$ cat config.mk
export PLATFORM = sky130hd
export DESIGN_NAME = alu_share_arb
export DESIGN_NICKNAME = d
export VERILOG_FILES = /design/src/rtl/alu_pkg.sv /design/src/rtl/rr_arbiter.sv /design/src/rtl/alu_share_arb.sv
export SDC_FILE = /design/constraint.sdc
export NUM_CORES = 1
export LEC_CHECK = 0
export BUFFER_PORTS_ARGS = -buffer_cell sky130_fd_sc_hd__buf_4
export CORE_ASPECT_RATIO = 0.75
export CORE_UTILIZATION = 44
export CTS_CLUSTER_SIZE = 10
export DETAILED_ROUTE_END_ITERATION = 7
export PLACE_DENSITY_LB_ADDON = 0.2
export SYNTH_ARGS = -nofsm -noshare
export SYNTH_HDL_FRONTEND = slang
export SYNTH_SLANG_ARGS = --single-unit
$ cat constraint.sdc
create_clock -name clk -period 2.36 [get_ports clk]
set_clock_uncertainty 0.15 [all_clocks]
set_input_delay 0.118 -clock clk [delete_from_list [all_inputs] [get_ports clk]]
set_output_delay 0.118 -clock clk [all_outputs]
set_load 0.03 [all_outputs]
$ cat src/rtl/alu_pkg.sv
// alu_pkg: ALU opcode and arbiter state types shared by alu_share_arb
// and its round-robin arbiter, plus the ALU control width.
package alu_pkg;

    localparam int ALU_CTRL_W = 4;

    typedef enum logic [ALU_CTRL_W-1:0] {
        ADD  = 4'd0,
        SUB  = 4'd1,
        AND  = 4'd2,
        OR   = 4'd3,
        XOR  = 4'd4,
        SLT  = 4'd5,
        CTZ  = 4'd6,
        CLZ  = 4'd7,
        CPOP = 4'd8
    } alu_op_t;

    typedef enum logic [1:0] {
        IDLE = 2'd0,
        EXEC = 2'd1,
        RESP = 2'd2
    } arb_state_t;

endpackage

$ cat src/rtl/rr_arbiter.sv
// rr_arbiter: combinational round-robin pick; search begins one past
// last_grant. Ports: req, last_grant in; one-hot grant and grant_idx out.
module rr_arbiter
    import alu_pkg::*;
#(
    parameter int NUM_REQ = 2
) (
    input  logic [NUM_REQ-1:0]         req,
    input  logic [$clog2(NUM_REQ)-1:0] last_grant,
    output logic [NUM_REQ-1:0]         grant,
    output logic [$clog2(NUM_REQ)-1:0] grant_idx
);

    localparam int IDX_W = $clog2(NUM_REQ);

    logic             found;
    int               idx;
    logic [IDX_W-1:0] idx_l;

    always_comb begin
        grant     = '0;
        grant_idx = '0;
        found     = 1'b0;
        idx       = 0;
        idx_l     = '0;
        // Walk i = 1..NUM_REQ so last_grant itself is checked last.
        for (int i = 1; i <= NUM_REQ; i++) begin
            idx   = (int'(last_grant) + i) % NUM_REQ;
            idx_l = IDX_W'(idx);
            if (!found && req[idx_l]) begin
                found        = 1'b1;
                grant[idx_l] = 1'b1;
                grant_idx    = idx_l;
            end
        end
    end

endmodule

$ cat src/rtl/alu_share_arb.sv
// alu_share_arb: shares one combinational ALU between NUM_REQ requesters.
// Ports: req_* (valid/ready, packed a/b/op), resp_* (valid/ready, shared
// result/zero), alu_* (operands out, result/zero in). Optional macro
// ALU_ARB_PERF_EN adds perf_grants (16-bit saturating per-requester grant
// counters) and perf_clr (synchronous clear).
module alu_share_arb
    import alu_pkg::*;
#(
    parameter int NUM_REQ = 2,
    parameter int DATA_W  = 32
) (
    input  logic                        clk,
    input  logic                        rst_n,
    input  logic [NUM_REQ-1:0]          req_valid,
    output logic [NUM_REQ-1:0]          req_ready,
    input  logic [NUM_REQ*DATA_W-1:0]   req_a,
    input  logic [NUM_REQ*DATA_W-1:0]   req_b,
    input  logic [NUM_REQ*4-1:0]        req_op,
    output logic [NUM_REQ-1:0]          resp_valid,
    input  logic [NUM_REQ-1:0]          resp_ready,
    output logic [DATA_W-1:0]           resp_result,
    output logic                        resp_zero,
    output logic [DATA_W-1:0]           alu_a,
    output logic [DATA_W-1:0]           alu_b,
    output logic [ALU_CTRL_W-1:0]       alu_ctrl,
    input  logic [DATA_W-1:0]           alu_result,
    input  logic                        alu_zero
`ifdef ALU_ARB_PERF_EN
    ,
    output logic [NUM_REQ*16-1:0]       perf_grants,
    input  logic                        perf_clr
`endif
);

    localparam int IDX_W = $clog2(NUM_REQ);

    arb_state_t            state_q, state_d;
    logic [IDX_W-1:0]      owner_q, owner_d;
    logic [IDX_W-1:0]      last_q, last_d;
    logic [DATA_W-1:0]     a_q, a_d;
    logic [DATA_W-1:0]     b_q, b_d;
    logic [ALU_CTRL_W-1:0] op_q, op_d;
    logic [DATA_W-1:0]     res_q, res_d;
    logic                  zero_q, zero_d;

    logic [NUM_REQ-1:0]    grant;
    logic [IDX_W-1:0]      grant_idx;
    logic                  drain;
    logic                  accept;

    rr_arbiter #(
        .NUM_REQ (NUM_REQ)
    ) u_rr (
        .req        (req_valid),
        .last_grant (last_q),
        .grant      (grant),
        .grant_idx  (grant_idx)
    );

    always_comb begin
        drain   = (state_q == RESP) && resp_ready[owner_q];
        // A slot opens in IDLE or in the same cycle the owner drains.
        accept  = (|req_valid) && ((state_q == IDLE) || drain);
        state_d = state_q;
        owner_d = owner_q;
        last_d  = last_q;
        a_d     = a_q;
        b_d     = b_q;
        op_d    = op_q;
        res_d   = res_q;
        zero_d  = zero_q;
        if (accept) begin
            owner_d = grant_idx;
            last_d  = grant_idx;
            a_d     = req_a[int'(grant_idx)*DATA_W +: DATA_W];
            b_d     = req_b[int'(grant_idx)*DATA_W +: DATA_W];
            op_d    = req_op[int'(grant_idx)*ALU_CTRL_W +: ALU_CTRL_W];
        end
        unique case (state_q)
            IDLE: begin
                if (accept) state_d = EXEC;
            end
            EXEC: begin
                res_d   = alu_result;
                zero_d  = alu_zero;
                state_d = RESP;
            end
            RESP: begin
                if (accept)     state_d = EXEC;
                else if (drain) state_d = IDLE;
            end
            default: state_d = IDLE;
        endcase
    end

    always_ff @(posedge clk or negedge rst_n) begin
        if (!rst_n) begin
            state_q <= IDLE;
            owner_q <= '0;
            last_q  <= IDX_W'(NUM_REQ - 1);
            a_q     <= '0;
            b_q     <= '0;
            op_q    <= '0;
            res_q   <= '0;
            zero_q  <= 1'b0;
        end else begin
            state_q <= state_d;
            owner_q <= owner_d;
            last_q  <= last_d;
            a_q     <= a_d;
            b_q     <= b_d;
            op_q    <= op_d;
            res_q   <= res_d;
            zero_q  <= zero_d;
        end
    end

    // resp_valid decodes only registered state: no path from req_*.
    always_comb begin
        resp_valid = '0;
        if (state_q == RESP) resp_valid[owner_q] = 1'b1;
    end

    assign req_ready   = accept ? grant : '0;
    assign resp_result = res_q;
    assign resp_zero   = zero_q;
    assign alu_a       = a_q;
    assign alu_b       = b_q;
    assign alu_ctrl    = op_q;

`ifdef ALU_ARB_PERF_EN
    logic [NUM_REQ*16-1:0] perf_q, perf_d;

    always_comb begin
        perf_d = perf_q;
        for (int i = 0; i < NUM_REQ; i++) begin
            if (perf_clr) begin
                perf_d[i*16 +: 16] = '0;
            end else if (accept && grant_idx == IDX_W'(i)
                         && perf_q[i*16 +: 16] != 16'hFFFF) begin
                perf_d[i*16 +: 16] = perf_q[i*16 +: 16] + 16'd1;
            end
        end
    end

    always_ff @(posedge clk or negedge rst_n) begin
        if (!rst_n) perf_q <= '0;
        else        perf_q <= perf_d;
    end

    assign perf_grants = perf_q;
`endif

endmodule

==> results.py <==
metrics = {
    "cells_and_area": {
        "nNetsFinal": 899,
        "post-route-util": 0.833,
        "diodes": 0,
        "syn_to_final_growth_pct": 81.5,
        "layout-drive-gt1-share": 0.653,
    },
    "clocking": {
        "clk_pin_slew_worst_paths_ns": 0.07,
        "h-tree-depth": 3,
        "clock_path_buffers": 2,
        "cts_tree": "built",
        "cts_buffers": 9,
        "root_buffer": "clkbuf_16",
        "cts_sinks": 105,
        "worstSkewPairLatency_ns": 0.34,
    },
    "floorplan": {
        "pin_count": 280,
        "initial_core_util": 0.459,
        "fp.dieH_microns": 92.4,
        "num_rows": 32,
        "coreArea_sq_um": 10500,
        "dieArea_sq_um": 11300,
        "fp.dieW_microns": 123,
    },
    "critical_path": {
        "worstPathRequired_ns": 2.43,
        "worstReg2RegStart": "last_q",
        "arrival_ns": 2.39,
        "cp_max_fo": 7,
        "start_kind": "register",
        "regToRegSetupSlack_ns": 0.04,
        "cp-end-kind": "register",
        "worstSetupStartpoint": "last_q",
        "critical_path_class": "reg2reg",
    },
    "global_routing": {
        "grt_remaining_overflow": 0,
        "grt_pass1_wl_mm": 24.1,
        "grt_max_degree": 58,
        "grt_antenna_before_repair": 0,
        "grt_pass1_vias": 4736,
        "grt_usage": 0.284,
    },
    "drt": {
        "ant_nets": 0,
        "first_pass_iters": 4,
        "vias_per_cell": 4.94,
        "drtIter0Drc": 158,
        "via_count": 4277,
        "wire_per_inst_microns": 18.9,
        "drt-total-wl_mm": 16.4,
        "drc": 0,
    },
    "run_status": {
        "outcome": "complete, but fails checks",
        "violations": "hold timing",
    },
    "logic_synthesis": {
        "synth.most_common_cell": "mux2_2",
        "ys_ff_latch": 105,
        "syn_area_sq_um": 4790,
        "yosys.cell_types.count": 21,
        "async_flop_share": 1.00,
        "synth_enable_flop_cells": 0,
        "ys_top_cells_by_area": "dfrtp_1 (54%), mux2_2 (39%), buf_6 (1.6%), mux2_1 (1.4%), buf_2 (0.94%)",
        "yosysSeqAreaShare": 0.548,
        "synth_common_cells": "mux2_2 (164), dfrtp_1 (104), buf_2 (9)",
        "synth_cells": 310,
        "syn_nets": 485,
        "ys_warn_count": 0,
        "synth_top_area_cell": "dfrtp_1",
        "synth_flop_cell": "dfrtp_1",
        "syn_avg_cell_area_sq_um": 15.5,
        "synth_top_area_share": 0.543,
    },
    "job": {
        "cap_violations": 0,
    },
    "power": {
        "power_mw": 10.9,
        "p_per_area_nw_per_um2": 1250,
        "switchingPower_mw": 4.46,
        "comb_power_share": 0.558,
        "seqPwrFrac": 0.307,
        "power_frac_clock": 0.135,
        "total_leakage_power_nw": 4.08,
        "ir_drop_mv": 0.933,
        "switching_share": 0.411,
        "intPower_mw": 6.40,
    },
    "place": {
        "place.detailed.hpwl_mm": 9.53,
        "place.gp.congestion": 0.762,
        "port_buffers": 279,
    },
    "timing": {
        "tightest_slew_ns": 0.494,
        "fin_crit_ns": 2.32,
        "setup_viol": 0,
        "slew_headroom": 0.662,
        "fmax_mhz": 431,
        "hold_viol_final": 1,
        "fin_setup_tns_ns": 0,
        "finalCritPeriodShare": 0.982,
        "worst_hold_slack_ns": -0.00471,
        "maxSlewViolCount": 0,
    },
    "worst_hold_path": {
        "hp-start": "req_a[23]",
        "min_path_type": "in2reg",
    },
}
cell type report:
type                    count  area [sq um]
clock buffers              13           250
clock inverters             3          40.0
fillers                   545          1750
inverters                   1          3.75
multi-input cells         186          2050
flip-flops and latches    105          2630
well taps                 136           170
repair buffers            421          3560
registers in the layout (all words and copies together), names as in the netlist:
signal       count
alu_a           32
alu_b           32
alu_ctrl         4
last_q           1
owner_q          1
resp_result     32
resp_zero        1
state_q          2
critical path, stage by stage (launching register included):
cell and delay, ns:
dfstp_2 0.38, a21boi_4 0.32, buf_12 0.18, mux2_2 0.33, dlygate4sd3_1 0.57, mux2_2 0.26
cell families after synthesis:
kind of cell | count (synthesis) | synth area share
AO/OA/AOI/OAI | 6 | 0.0115
buffers and inverters | 19 | 0.0282
flip-flops | 105 | 0.548
multiplexers | 171 | 0.401
AND/OR/NAND/NOR | 9 | 0.0104
worst paths after layout:
| path | end | depth (start not counted) |
|---|---|---|
| setup / recovery | alu_a[1] | 5 |
| hold / removal | alu_a[23] | 3 |
| setup reg to reg | alu_a[1] | 5 |
| hold reg to reg | alu_b[30] | 1 |
| max in group asynchronous | alu_b[7] | 3 |
| min in group asynchronous | alu_a[3] | 2 |
power by group through the flow:
stage               clock network [mW]  registers [mW]  logic [mW]
finish                            1.46            3.34        6.07
global route                      1.57            3.45        6.34
CTS                               1.50            3.28        5.96
detailed placement                   0            3.30        5.73
global placement                     0            3.26        5.63
floorplan                            0            5.01        1.87
what timing repair did:
action                     in CTS  in global routing
gates resized for setup         0                  3
hold endpoints to repair      161                  3
setup buffers                   0                  8
hold buffers                  132                  4
setup endpoints to repair       0                 17
per-layer routing:
layer  part of all wire  vias up  global-route usage
met3              0.063       46              0.0751
met4              0.031        0               0.117
li1                   -     1946                   -
met5                  0        -                   0
met1               0.35     2091               0.290
met2               0.55      194               0.542
stage by stage:
stage / hold WS, ns / cells / worst slack (ns) / cell area [sq um]
CTS: 0.0000461 / 863 / 0.0106 / 8660
floorplan: -0.328 / 310 / 0.00256 / 4790
detailed placement: -0.0788 / 715 / 0.383 / 7050
global route: -0.00472 / 865 / -0.00321 / 8700
global placement: -0.0735 / 715 / 0.455 / 7050
finish: -0.00471 / 865 / 0.0414 / 8700
cells in the final DEF, fill, tap and decap left out:
| cell type | n |
|---|---|
| clkbuf_1 | 3 |
| and3b_1 | 1 |
| nor3b_1 | 1 |
| mux2i_1 | 1 |
| bufinv_16 | 1 |
| clkinv_2 | 2 |
| buf_12 | 4 |
| a2111oi_1 | 1 |
| clkbuf_8 | 1 |
| dfrtp_1 | 104 |
| dfstp_2 | 1 |
| a21boi_4 | 1 |
| o21ai_0 | 1 |
| buf_4 | 290 |
| nor2_1 | 2 |
| mux2_4 | 1 |
| mux2_2 | 163 |
| nand2_1 | 2 |
| clkbuf_16 | 11 |
| dlymetal6s4s_1 | 2 |
| a2bb2oi_1 | 1 |
| a211oi_4 | 1 |
| a21oi_1 | 1 |
| and2_1 | 1 |
| dlygate4sd3_1 | 123 |
| inv_1 | 1 |
| mux2_1 | 6 |
| nand2b_1 | 2 |
No activity file was read; power rests on OpenSTA's default activity.
